===== src/rtl/wb_stage.sv =====
// Write-back stage: selects the result for the register file, waits on load
// data when needed, extracts and sign-extends loads, and counts retirements.
module wb_stage #(
  parameter int XLEN         = 32,
  parameter int RETIRE_CNT_W = 32
) (
  input  logic                    clk,
  input  logic                    rst,
  input  logic                    in_valid,
  output logic                    in_ready,
  input  logic [31:0]             inst,
  input  logic [XLEN-1:0]         pc,
  input  logic [XLEN-1:0]         imm,
  input  logic [XLEN-1:0]         alu_out,
  input  logic [XLEN-1:0]         mem_addr,
  input  logic                    dmem_rvalid,
  input  logic [XLEN-1:0]         dmem_rdata,
  output logic                    rf_we,
  output logic [4:0]              rf_waddr,
  output logic [XLEN-1:0]         rf_wdata,
  output logic                    fwd_valid,
  output logic [4:0]              fwd_rd,
  output logic [XLEN-1:0]         fwd_data,
  output logic                    load_misaligned,
  output logic [RETIRE_CNT_W-1:0] retired
);
  localparam int OFFW = $clog2(XLEN/8);

  localparam logic [6:0] OP_LUI   = 7'b0110111;
  localparam logic [6:0] OP_AUIPC = 7'b0010111;
  localparam logic [6:0] OP_JAL   = 7'b1101111;
  localparam logic [6:0] OP_JALR  = 7'b1100111;
  localparam logic [6:0] OP_LOAD  = 7'b0000011;
  localparam logic [6:0] OP_IOP   = 7'b0010011;
  localparam logic [6:0] OP_ROP   = 7'b0110011;

  typedef enum logic {IDLE, WAIT_LOAD} state_e;

  state_e                  state_q;
  logic                    rf_we_q, mis_q;
  logic [4:0]              rf_waddr_q;
  logic [XLEN-1:0]         rf_wdata_q;
  logic [RETIRE_CNT_W-1:0] retired_q;
  logic [4:0]              ld_rd_q;
  logic [2:0]              ld_f3_q;
  logic [OFFW-1:0]         ld_off_q;

  logic [6:0]      opcode;
  logic [4:0]      rd;
  logic [2:0]      f3;
  logic            is_load, writes, ld_done, ld_ok;
  logic [XLEN-1:0] res, ld_val, sh;
  logic [4:0]      ex_rd;
  logic [2:0]      ex_f3;
  logic [OFFW-1:0] ex_off;

  assign opcode = inst[6:0];
  assign rd     = inst[11:7];
  assign f3     = inst[14:12];
  assign is_load = (opcode == OP_LOAD);

  // Upper instruction bits and the aligned part of the address are not needed here.
  logic unused_bits;
  assign unused_bits = ^{inst[31:15], mem_addr[XLEN-1:OFFW]};

  // Non-load result selection; sums wrap naturally at XLEN bits.
  always_comb begin
    res    = alu_out;
    writes = 1'b0;
    case (opcode)
      OP_LUI:          begin res = imm;            writes = 1'b1; end
      OP_AUIPC:        begin res = pc + imm;       writes = 1'b1; end
      OP_JAL, OP_JALR: begin res = pc + XLEN'(4);  writes = 1'b1; end
      OP_IOP, OP_ROP:  begin res = alu_out;        writes = 1'b1; end
      default:         begin res = alu_out;        writes = 1'b0; end
    endcase
  end

  // A load completes either in the same cycle it is accepted or later from WAIT_LOAD;
  // the extraction fields come from the live instruction or the latched copy accordingly.
  always_comb begin
    ld_done = (state_q == IDLE) ? (in_valid && is_load && dmem_rvalid)
                                : dmem_rvalid;
    ex_rd  = (state_q == IDLE) ? rd : ld_rd_q;
    ex_f3  = (state_q == IDLE) ? f3 : ld_f3_q;
    ex_off = (state_q == IDLE) ? mem_addr[OFFW-1:0] : ld_off_q;
  end

  // Little-endian extraction: shift the addressed byte down to bit 0, then size/extend.
  always_comb begin
    sh     = dmem_rdata >> {ex_off, 3'b000};
    ld_ok  = 1'b1;
    ld_val = '0;
    case (ex_f3)
      3'b000: ld_val = XLEN'($signed(sh[7:0]));
      3'b100: ld_val = XLEN'(sh[7:0]);
      3'b001: begin ld_val = XLEN'($signed(sh[15:0])); ld_ok = ~ex_off[0]; end
      3'b101: begin ld_val = XLEN'(sh[15:0]);          ld_ok = ~ex_off[0]; end
      3'b010: begin ld_val = XLEN'($signed(sh[31:0])); ld_ok = (ex_off[1:0] == 2'b00); end
      3'b110: begin ld_val = XLEN'(sh[31:0]);
                    ld_ok  = (XLEN == 64) && (ex_off[1:0] == 2'b00); end
      3'b011: begin ld_val = sh; ld_ok = (XLEN == 64) && (ex_off == '0); end
      default: ld_ok = 1'b0;
    endcase
  end

  // FSM plus registered write port, misalignment pulse and retirement counter.
  always_ff @(posedge clk) begin
    if (rst) begin
      state_q    <= IDLE;
      rf_we_q    <= 1'b0;
      mis_q      <= 1'b0;
      rf_waddr_q <= '0;
      rf_wdata_q <= '0;
      retired_q  <= '0;
      ld_rd_q    <= '0;
      ld_f3_q    <= '0;
      ld_off_q   <= '0;
    end else begin
      rf_we_q <= 1'b0;
      mis_q   <= 1'b0;
      if (ld_done) begin
        retired_q <= retired_q + RETIRE_CNT_W'(1);
        if (!ld_ok) begin
          mis_q <= 1'b1;
        end else if (ex_rd != 5'd0) begin
          rf_we_q    <= 1'b1;
          rf_waddr_q <= ex_rd;
          rf_wdata_q <= ld_val;
        end
      end
      case (state_q)
        IDLE: begin
          if (in_valid && !is_load) begin
            retired_q <= retired_q + RETIRE_CNT_W'(1);
            if (writes && rd != 5'd0) begin
              rf_we_q    <= 1'b1;
              rf_waddr_q <= rd;
              rf_wdata_q <= res;
            end
          end else if (in_valid && is_load && !dmem_rvalid) begin
            ld_rd_q  <= rd;
            ld_f3_q  <= f3;
            ld_off_q <= mem_addr[OFFW-1:0];
            state_q  <= WAIT_LOAD;
          end
        end
        WAIT_LOAD: if (dmem_rvalid) state_q <= IDLE;
        default:   state_q <= IDLE;
      endcase
    end
  end

  assign in_ready        = (state_q == IDLE);
  assign rf_we           = rf_we_q;
  assign rf_waddr        = rf_waddr_q;
  assign rf_wdata        = rf_wdata_q;
  assign fwd_valid       = rf_we_q;
  assign fwd_rd          = rf_waddr_q;
  assign fwd_data        = rf_wdata_q;
  assign load_misaligned = mis_q;
  assign retired         = retired_q;
endmodule


===== config.mk =====
export PLATFORM = sky130hd
export DESIGN_NAME = wb_stage
export DESIGN_NICKNAME = d
export VERILOG_FILES = /design/src/rtl/wb_stage.sv
export SDC_FILE = /design/constraint.sdc
export NUM_CORES = 1
export LEC_CHECK = 0
export CAP_MARGIN = 20
export CORE_MARGIN = 4
export CORE_UTILIZATION = 35
export DETAILED_ROUTE_END_ITERATION = 6
export PLACE_DENSITY = 0.74
export SYNTH_ARGS = -nofsm -noshare
export SYNTH_HDL_FRONTEND = slang
export SYNTH_SLANG_ARGS = --single-unit
export TNS_END_PERCENT = 20

===== constraint.sdc =====
create_clock -name clk -period 6.6 [get_ports clk]
set_input_delay 1.32 -clock clk [delete_from_list [all_inputs] [get_ports clk]]
set_output_delay 1.32 -clock clk [all_outputs]
set_load 0.05 [all_outputs]

Word level (Yosys, flattened, before mapping)
Cells that the tools add are included.

word-level totals
  register bits = 82
  bits of input ports = 196
  output and inout port bits = 110
  word-level logic and storage cells = 82

cells by class
  $add $sub $neg = 3
  equality and inequality tests = 13
  shift-type cells = 1
  muxes and demuxes = 34
  bitwise logic cells = 4
  reduce and logical (&&, ||, !) cells = 18

operators with widths
  kind                     number
  $mux W32                 9
  $pmux W32 S5             1
  $pmux W32 S3             1
  $mux W5                  7
  $add A32 B1 Y32 const B  1
  $add A32 B3 Y32 const B  1
  $add A32 B32 Y32         1
  $shr A32 B5 Y32          1
  $eq A7 B5 Y1 const B     2
  $eq A7 B6 Y1 const B     2
  $eq A7 B7 Y1 const B     2
  $mux W1                  12
  $reduce_bool A5 Y1       2
  $eq A3 B3 Y1 const B     3
  $reduce_or A2 Y1         4
  $eq A7 B2 Y1 const B     1
  $eq A3 B2 Y1 const B     2
  $reduce_or A6 Y1         1
  $logic_and A1 B1 Y1      5
  $not A1 Y1               4
  $eq A3 B1 Y1 const B     1
  $logic_not A3 Y1         1
  $mux W3                  1
  $pmux W1 S3              1
  other kinds (6)          7

Depth between registers and ports, before layout
  depth after elaboration = 10
  mapped depth = 11
  gate-level depth less buffers = 11

Least setup slack after synthesis
Ideal clock, no wire load.

  kind = input-to-reg
  start = input port pc[5]
  end = register rf_wdata_q[25] (netlist: fwd_data[25])
  setup time = 125 ps
  arrival = 3,519 ps
  data required time = 6,475 ps
  path slack = 2,956 ps
  stages on the path = 9
  buffers on the path = 0
  path through = ha_1 or3_4 nand3_2 o211ai_2 or4_1 and3_4 o311ai_2 mux2i_1 nand3_1

on the way
  longest elaborated chain between the ends = 5
  elaborated cells between the ends (all ways) = 6
  classes of those cells = 2 x add/sub; 4 x mux

RTL lines
  element                                                     line    text
  start: declaration                                          12      input logic [XLEN-1:0] pc,
  $add A32 B3 Y32 / $add A32 B32 Y32 (equally long branches)  73, 72
  $pmux W32 S3 *                                              70      case (opcode)
  $mux W32 *                                                  136     if (writes && rd != 5'd0) begin
  $mux W32 *                                                  134     if (in_valid && !is_load) begin
  $mux W32 *                                                  132     case (state_q)
  end signal: assignment                                      129     rf_wdata_q <= ld_val;
  end signal: assignment                                      139     rf_wdata_q <= res;
  end: declaration                                            42      logic [XLEN-1:0] rf_wdata_q;

Every way passes the cells marked *; elsewhere a longest branch is shown, timed or not.
A chain may end at the register's enable or synchronous reset.

Final worst setup path
  start = input port inst[5]
  end = register rf_wdata_q[17] (netlist: fwd_data[17])

on the way
  longest elaborated chain between the ends = 8
  elaborated cells between the ends (all ways) = 21
  classes of those cells = 7 x eq/ne; 7 x mux; 7 x reduce/logical

RTL lines
  element                           line  text
  start: declaration                11    input logic [31:0] inst,
  $eq A7 B2 Y1                      60    assign is_load = (opcode == OP_LOAD);
  $logic_and A1 B1 Y1 (2 in a row)  82    ld_done = (state_q == IDLE) ? (in_valid && is_load && dmem_rvalid)
  $mux W1                           82
  $mux W32                          122   if (ld_done) begin
  $mux W32                          136
  $mux W32                          134
  $mux W32 *                        132

Marked as above.

==> flow_metrics.py <==
metrics = {
    "synth": {
        "syn_inst": 988,
        "post_synth_num_cell_types": 82,
        "synth_area_leaders": "dfxtp_1, xor2_1, ha_1",
        "synthFlopType": "dfxtp_1",
        "seq_area_frac_synth_pct": 21.9,
        "synth_top_area_share_pct": 21.9,
        "syn_nets": 1218,
        "synth_seq_cells": 82,
        "avgSynthCellArea_um2": 7.59,
        "synth_top_area_cell": "dfxtp_1",
        "syn_area_mm2": 0.00750,
        "yosysWarnings": 0,
        "synth_edf_count": 0,
        "synthArstFlopShare_pct": 0,
    },
    "power": {
        "clockPowerShare_pct": 34.3,
        "powerDensity_mw_per_mm2": 140,
        "combPwrFrac_pct": 30.7,
        "max-vdd-ir-drop_uv": 146,
        "p_leak_nw": 3.81,
        "switchingPower_mw": 0.478,
        "swShare_pct": 33.1,
        "p_int_mw": 0.967,
        "p_seq_share_pct": 35.0,
    },
    "timing": {
        "setup_tns_ns": 0,
        "skew_ns": 0.00837,
        "relSlewSlack_pct": 34.3,
        "hold_viol_final": 0,
        "report.final.slew_viol_count": 0,
        "timing.hold.ws_ns": 0.483,
        "tightest_slew_ns": 0.982,
        "fin_crit_sh_pct": 73.8,
        "final-setup-viol-count": 0,
        "fin_ws_ns": 1.73,
        "fin_crit_ns": 4.87,
        "grt_setup_unrepaired": "false",
        "fmax_mhz": 205,
    },
    "place": {
        "io_buffer_count": 258,
        "dp_hpwl_um": 22600,
        "pre_cts_ws_ns": 1.47,
        "place.gp.congestion": 0.896,
    },
    "layout": {
        "antennaDiodeCount": 0,
        "areaGrowthSynthToFinish_pct": 37.4,
        "nFillCells": 2075,
        "final_util_pct": 49.0,
        "drive_gt1_share_pct": 4.73,
        "final_net_count": 1410,
    },
    "clock_tree": {
        "clock_latency_ns": 0.34,
        "post_cts_resized": 0,
        "cts-buffers-inserted": 9,
        "clock-sinks": 82,
        "cts_root_buf": "clkbuf_16",
        "cts_max_level": 3,
        "ctsHoldBuffers": 0,
        "cts_tree": "built",
        "clk_pin_slew_ns": 0.07,
        "cts_setup_buffers": 0,
        "clk_path_buf_depth": 2,
    },
    "setup_path": {
        "cp_num_buf_inv": 1,
        "critPathMaxFanout": 25,
        "slowest_delay_ns": 1.11,
        "required_ns": 6.79,
        "critPathTopFamily": "simple AND/OR/NAND/NOR gates",
        "end_kind": "register",
        "start_kind": "input port",
        "path_cells": "clkdlybuf4s50_1 -> nor3_1 -> and2_1 -> a2111oi_2 -> nor2b_1 -> nor2_1 -> a221oi_1 -> o22ai_1",
        "reg2reg_depth": 8,
        "critPathSlowestCell": "clkdlybuf4s50_1",
        "arrival_ns": 5.05,
        "path_depth": 8,
        "crit_type": "in2reg",
    },
    "global_routing": {
        "met1_usage_pct": 32.8,
        "use_met3_pct": 2.43,
        "busiest_layer": "met2",
        "grt_overflow": 0,
        "grt_use_total_pct": 23.1,
        "antenna_found_initial": 0,
        "use_met2_pct": 37.2,
        "grt_start_max_net_pins": 81,
        "grt_pass1_wl_um": 44700,
        "first_global_vias": 8092,
    },
    "floorplanning": {
        "die_y_um": 154,
        "die_x_um": 154,
        "core_area_mm2": 0.0210,
        "die-area_mm2": 0.0238,
        "io_pins": 306,
        "row_count": 53,
        "start_util_pct": 35.7,
    },
    "run": {
        "max_cap_viol_count": 0,
    },
    "min_path": {
        "hold_class": "reg2reg",
        "holdPathStages": 2,
    },
    "outcome": {
        "outcome": "completed",
    },
    "routing": {
        "wl_per_cell_um": 19.7,
        "viasPerCell": 5.70,
        "drt-total-wl_um": 28800,
        "via_count": 8318,
        "post-route-drc-count": 0,
        "drt_iter0_markers": 790,
        "dr.pass1.iters": 5,
        "drtAntennaViolNets": 0,
    },
}
-- worst register-to-register path, stage by stage (launching register included) --
cell and delay (ns):
dfxtp_1 0.31, buf_4 0.33, mux2i_4 0.67, o211ai_2 0.26, a211oi_4 0.45, and2_1 0.63, nor2_1 0.38, a221oi_1 0.39
o22ai_1 0.11
-- routing by layer --
| metal | wire length [um] | vias up |
|---|---|---|
| li1 | - | 4023 |
| met1 | 12900 | 3857 |
| met2 | 13100 | 392 |
| met3 | 1970 | 46 |
| met4 | 729 | 0 |
| met5 | 0 | - |
-- flip-flops by register name (all words and copies together) (netlist names) --
register,cells
fwd_data,32
load_misaligned,1
retired,32
ld_f3_q,3
ld_rd_q,5
state_q,1
ld_off_q,2
fwd_valid,1
fwd_rd,5
-- final timing paths --
path / to / slack [ns] / startpoint
max: fwd_data[17] / 1.73 / inst[5]
min: fwd_rd[4] / 0.48 / ld_rd_q[4]
max reg2reg: fwd_data[17] / 2.92 / state_q
min reg2reg: fwd_rd[4] / 0.48 / ld_rd_q[4]
-- cell usage after synthesis, types with 4 or more instances --
| master | n |
|---|---|
| nor2_1 | 83 |
| o21a_1 | 8 |
| nand4_1 | 16 |
| a311oi_1 | 7 |
| a21o_1 | 12 |
| nor3_1 | 27 |
| nor4_1 | 7 |
| mux2i_1 | 28 |
| clkbuf_1 | 36 |
| a221o_1 | 5 |
| a22oi_1 | 6 |
| inv_1 | 15 |
| a31oi_1 | 11 |
| and2_1 | 8 |
| xnor2_1 | 24 |
| and3_1 | 20 |
| a21oi_1 | 78 |
| ha_1 | 33 |
| mux2_2 | 4 |
| buf_4 | 41 |
| dfxtp_1 | 82 |
| o21bai_1 | 6 |
| nand2b_1 | 4 |
| o22ai_1 | 9 |
| o21ai_1 | 5 |
| xor2_1 | 54 |
| or3_1 | 5 |
| and4_1 | 8 |
| o21ai_0 | 57 |
| o211ai_1 | 7 |
| a211o_1 | 4 |
| a222oi_1 | 5 |
| nand2_1 | 110 |
| o31ai_1 | 6 |
| a211oi_1 | 15 |
| nor2b_1 | 7 |
| a221oi_1 | 21 |
| nand3_1 | 48 |
| buf_2 | 6 |
-- logic make-up (layout without fill, tap and decap cells) --
family,Yosys count,after routing,synth area share [%]
buf+inv,103,300,7.51
simple gates,364,364,24.1
mux,38,38,5.69
fa+ha+maj,34,34,5.77
flops,82,82,21.9
xor+xnor,78,78,9.11
compound gates,289,289,26.0
-- layout by cell type, fill, tap and decap left out, types with 4 or more instances in the layout --
master and count:
clkdlybuf4s50_1 257, nand2_1 110, nor2_1 82, dfxtp_1 82, a21oi_1 78, o21ai_0 56
xor2_1 54, nand3_1 48, ha_1 33, mux2i_1 28, nor3_1 27, xnor2_1 24
a221oi_1 21, and3_1 20, nand4_1 16, inv_1 15, a211oi_1 15, a21o_1 12
a31oi_1 11, o22ai_1 9, clkbuf_16 9, buf_4 9, and2_1 8, o21a_1 8
and4_1 8, nor2b_1 7, o211ai_1 7, a311oi_1 7, nor4_1 7, o31ai_1 6
o21bai_1 6, a22oi_1 6, o21ai_1 5, a221o_1 5, or3_1 5, a222oi_1 5
mux2_2 4, nand2b_1 4, a211o_1 4
-- metrics by stage --
step / instance area [um2] / std cells / total power, mW
after floorplan: 7500 / 988 / 0.771
after global placement: 10000 / 1443 / 0.949
after detailed placement: 10000 / 1443 / 0.951
after CTS: 10300 / 1459 / 1.45
after global routing: 10300 / 1460 / 1.51
final: 10300 / 1460 / 1.44
-- cell type report --
class	instances	area, um2	share of cell area, %
Tap cell	275	344	3.34
Inverter	16	60.1	0.583
Clock inverter	7	68.8	0.667
Multi-Input combinational cell	803	5310	51.5
Sequential cell	82	1640	15.9
Timing Repair Buffer	268	2660	25.8
Clock buffer	9	225	2.18
-- power by group through the flow --
stage                     sequential, mW  combinational (mW)  clock, mW
after CTS                          0.506               0.436      0.508
after floorplan                    0.534               0.237          0
final                              0.506               0.444      0.495
after global placement             0.517               0.431          0
after detailed placement           0.517               0.434          0
after global routing               0.506               0.479      0.530
(Power assumes the default switching activity.)
==> patch 1: new RTL, same settings <==
Remove the case item `OP_JAL, OP_JALR` of the case on `opcode`.
--- a/src/rtl/wb_stage.sv
+++ b/src/rtl/wb_stage.sv
@@ -70,7 +70,6 @@
     case (opcode)
       OP_LUI:          begin res = imm;            writes = 1'b1; end
       OP_AUIPC:        begin res = pc + imm;       writes = 1'b1; end
-      OP_JAL, OP_JALR: begin res = pc + XLEN'(4);  writes = 1'b1; end
       OP_IOP, OP_ROP:  begin res = alu_out;        writes = 1'b1; end
       default:         begin res = alu_out;        writes = 1'b0; end
     endcase
Check against the original RTL: not equivalent (Yosys sat finds a counterexample within 4 cycles, from zero or initial values and one cycle with rst high).
==> patch 1 against the unedited design <==
- via count down 14%
- critical path depth unchanged
- die area down 11%
- sequential cell count unchanged
- synthesized area down 12%
- power up 0.59%
- design area down 9.2%
- routed wire length down 16%
- final cell count down 12%
- setup slack better by 530 ps
- largest cell class unchanged
==> patch 1: results (changes against the unedited design) <==
| Metric | Value |
|---|---|
| Status | `finished, final reports clean (unchanged)` |
| Sequential area share after synthesis | `24.9% (was 21.9%)` |
| Setup Skew | `7.20 ps (was 8.37 ps)` |
| Tot GR Track Use | `21.8% (was 23.1%)` |
| R2R setup slack | `2660 ps (was 2920 ps)` |
| Lkg Pwr | `3.49 nW (was 3.81 nW)` |
| CP Launch Point | `mem_addr[1] (was inst[5])` |
| Max incr delay on CP | `780 ps (was 1110 ps)` |
| Hold path start | `ld_rd_q[0]$_SDFFE_PP0P_ (was ld_rd_q[4]$_SDFFE_PP0P_)` |
| Syn Area/Cell | `7.66 um^2 (was 7.59 um^2)` |
| Cell variety after synth | `73 (was 82)` |
| Reg2Reg Depth | `7 (was 8)` |
| Slowest stage cell, crit path | `o22ai_1 (was clkdlybuf4s50_1)` |
| WL per Instance | `18.7 um (was 19.7 um)` |
| Int Power | `0.00102 W (was 0.000967 W)` |
| Final Wtd Congestion | `0.945 (was 0.896)` |
| Routed via count | `7180 (was 8318)` |
| Leading cell types by count after synthesis | `88 x nand2_1, 87 x nor2_1, 82 x dfxtp_1 (was 110 x nand2_1, 83 x nor2_1, 82 x dfxtp_1)` |
| Drt first-iter violations | `402 (was 790)` |
| Layout cells sized above 1 | `4.71% (was 4.73%)` |
| Filler Cells Inserted | `1769 (was 2075)` |
| Arr. time, crit path | `4550 ps (was 5050 ps)` |
| CP max FO | `24 (was 25)` |
| Met1 wire length | `10900 um (was 12900 um)` |
| Largest net degree at the start of global routing | `71 (was 81)` |
| Post-DP HPWL | `19000 um (was 22600 um)` |
| Met2 wire length | `11000 um (was 13100 um)` |
| CP endpoint | `fwd_data[24]$_SDFF_PP0_ (was fwd_data[17]$_SDFF_PP0_)` |
==> patch 1: kinds of logic (layout without fill, tap and decap cells) <==
kind of cell    after synthesis  in the layout  share of synthesized area (%)
xor+xnor                     55             55                           7.30
mux                          39             39                           6.41
simple gates                294            294                           21.3
buf+inv                      91            291                           7.81
fa+ha+maj                    33             33                           6.37
flops                        82             82                           24.9
compound gates              267            267                           25.9
==> patch 1: power by group through the flow <==
| stage | combinational [W] | clock [W] | sequential [W] |
|---|---|---|---|
| 2_1_floorplan | 0.000208 | 0 | 0.000526 |
| 3_3_place_gp | 0.000373 | 0 | 0.000514 |
| 3_5_place_dp | 0.000376 | 0 | 0.000514 |
| 4_1_cts | 0.000378 | 0.000578 | 0.000503 |
| 5_1_grt | 0.000415 | 0.000594 | 0.000503 |
| 6_report | 0.000382 | 0.000568 | 0.000503 |
==> patch 1: per-stage QoR <==
| stage | utilization [%] | instance area (um^2) | setup slack [ps] | power, W |
|---|---|---|---|---|
| floorplan | - | 6600 | 2900 | 0.000734 |
| global placement | 49.4 | 9030 | 2040 | 0.000887 |
| detailed placement | 49.4 | 9030 | 2010 | 0.000890 |
| CTS | 51.3 | 9360 | 2350 | 0.00146 |
| global route | 51.3 | 9360 | 1980 | 0.00151 |
| finish | 51.3 | 9360 | 2260 | 0.00145 |
==> patch 1: layer usage <==
layer / GRT usage (%) / up-vias
li1: - / 3498
met1: 29.9 / 3358
met2: 34.6 / 282
met3: 3.71 / 42
met4: 8.02 / 0
met5: 0 / -
==> patch 1: layout make-up <==
class                   instances  area share (%)
flip-flops and latches         82            17.5
clock buffers                   9            2.41
multi-input cells             688            47.4
repair buffers                265            28.0
clock inverters                 7            1.14
inverters                      10           0.401
well taps                     229            3.06
==> patch 1: tightest hold or removal path: stages, from the launching register on <==
cell and delay [ps]:
dfxtp_1 320, mux2i_1 70, nor2_1 80
==> patch 1: worst min-delay path by stage <==
| stage | end | slack, ps | cells after the start |
|---|---|---|---|
| after detailed placement | ld_rd_q[0]$_SDFFE_PP0P_ | 490 | 2 |
| after global routing | fwd_rd[0]$_SDFF_PP0_ | 530 | 2 |
| after floorplan | ld_rd_q[0]$_SDFFE_PP0P_ | 460 | 2 |
| final | ld_rd_q[0]$_SDFFE_PP0P_ | 500 | 2 |
| after CTS | fwd_rd[0]$_SDFF_PP0_ | 510 | 2 |
| after global placement | ld_rd_q[0]$_SDFFE_PP0P_ | 470 | 2 |
==> patch 2: new RTL, same flow settings <==
Without the edit above. Set the parameter `RETIRE_CNT_W` to 64 (it was 32).
--- a/src/rtl/wb_stage.sv
+++ b/src/rtl/wb_stage.sv
@@ -2,7 +2,7 @@
 // data when needed, extracts and sign-extends loads, and counts retirements.
 module wb_stage #(
   parameter int XLEN         = 32,
-  parameter int RETIRE_CNT_W = 32
+  parameter int RETIRE_CNT_W = 64
 ) (
   input  logic                    clk,
   input  logic                    rst,
Interface: changed (resized retired); port bits go from 306 to 338. The function was not compared with the original's and may differ.
==> patch 2 against the unedited design <==
- setup slack better by 670 ps
- count of clock-buffer cells in the layout increased by 9
- routed wire length rose by 19%
- power rose by 51%
- final cell count up 19%
- synthesized area rose by 20%
- design area rose by 22%
- worst hold slack improved by 11 ps
- sequential cell count is 32 higher
==> patch 2: results (changes against the unedited design) <==
| Metric | Value |
|---|---|
| Status | `finished, final reports clean (unchanged)` |
| Setup Skew | `13.7 ps (was 8.37 ps)` |
| Sequential area share after synthesis | `25.3% (was 21.9%)` |
| Lkg Pwr | `4.61 nW (was 3.81 nW)` |
| Clock Latency Late Sink | `420 ps (was 340 ps)` |
| CP top delay family | `multiplexers (was simple AND/OR/NAND/NOR gates)` |
| CP max FO | `19 (was 25)` |
| Syn nets | `1397 (was 1218)` |
| Cell variety after synth | `87 (was 82)` |
| Post-DP HPWL | `27300 um (was 22600 um)` |
| Tot GR Track Use | `23.4% (was 23.1%)` |
| First-pass GRT wire length | `53500 um (was 44700 um)` |
| Relative slew slack | `28.7% (was 34.3%)` |
| Layout cells sized above 1 | `6.49% (was 4.73%)` |
| Post-synthesis mux area share | `5.36% (was 5.69%)` |
| Max H-tree Level | `4 (was 3)` |
| XOR/XNOR Fraction of Synth Area | `8.64% (was 9.11%)` |
| Detailed Route WL | `34400 um (was 28800 um)` |
| Slowest stage cell, crit path | `mux2i_4 (was clkdlybuf4s50_1)` |
| Synth top area cells | `dfxtp_1 25%, a21oi_1 5.4%, xor2_1 5.2%, nor2_1 4.9%, ha_1 4.6% (was dfxtp_1 22%, xor2_1 6.3%, ha_1 5.5%, nand2_1 5.5%, a21oi_1 5.2%)` |
| Final Wtd Congestion | `0.948 (was 0.896)` |
| Post-synthesis adder-cell area fraction | `4.80% (was 5.77%)` |
| Clk pin slew, worst setup/hold paths | `50 ps (was 70 ps)` |
| Layout Nets | `1620 (was 1410)` |
| Post-DP Area | `11900 um^2 (was 10000 um^2)` |
| Largest net degree at the start of global routing | `63 (was 81)` |
| Vias in the first global route | `9689 (was 8092)` |
| Max incr delay on CP | `690 ps (was 1110 ps)` |
## patch 2: cells by family after synthesis
logic type / after synthesis
xor+xnor: 89
buf+inv: 111
compound gates: 331
simple gates: 443
fa+ha+maj: 34
mux: 45
flops: 114
## patch 2: final cells by class
cell class | instances | area [um^2] | area share [%]
multi-input combinational | 942 | 6140 | 49.0
inverter | 14 | 52.6 | 0.419
tap | 330 | 413 | 3.29
sequential | 114 | 2280 | 18.2
timing repair buffer | 301 | 2980 | 23.8
clock inverter | 14 | 225 | 1.80
clock buffer | 18 | 439 | 3.50
## patch 2: per-layer routing
layer	share of wire, %	wire (um)
met5	0	0
met4	3.8	1290
met3	7.0	2390
met2	45	15600
met1	44	15100
## patch 2: report_power, final
group / internal (W) / leakage, nW / total (W) / switching (W)
sequential: 0.000693 / 0.919 / 0.000700 / 0.00000695
clock: 0.000686 / 0.326 / 0.00104 / 0.000353
combinational: 0.000199 / 3.36 / 0.000446 / 0.000246
total: 0.00158 / 4.61 / 0.00219 / 0.000607
## patch 2: worst paths after layout
check                        from                       to  slack [ps]  cells after the start
max                   mem_addr[1]  fwd_data[16]$_SDFF_PP0_        2410                      9
min          fwd_rd[0]$_SDFF_PP0_     fwd_rd[0]$_SDFF_PP0_         490                      2
max reg2reg    state_q$_SDFF_PP0_  fwd_data[16]$_SDFF_PP0_        3310                      8
min reg2reg  fwd_rd[0]$_SDFF_PP0_     fwd_rd[0]$_SDFF_PP0_         490                      2
## patch 2: tightest hold or removal path: cells and delay by family (launching register included)
| family | cells | cell delay [ps] |
|---|---|---|
| compound gates | 1 | 50 |
| flops | 1 | 330 |
| simple gates | 1 | 60 |
## patch 2: metrics by stage
| stage | instances | setup WS (ps) |
|---|---|---|
| floorplan | 1167 | 3180 |
| global placement | 1701 | 2090 |
| detailed placement | 1701 | 2050 |
| CTS | 1733 | 2480 |
| global route | 1733 | 2220 |
| finish | 1733 | 2410 |
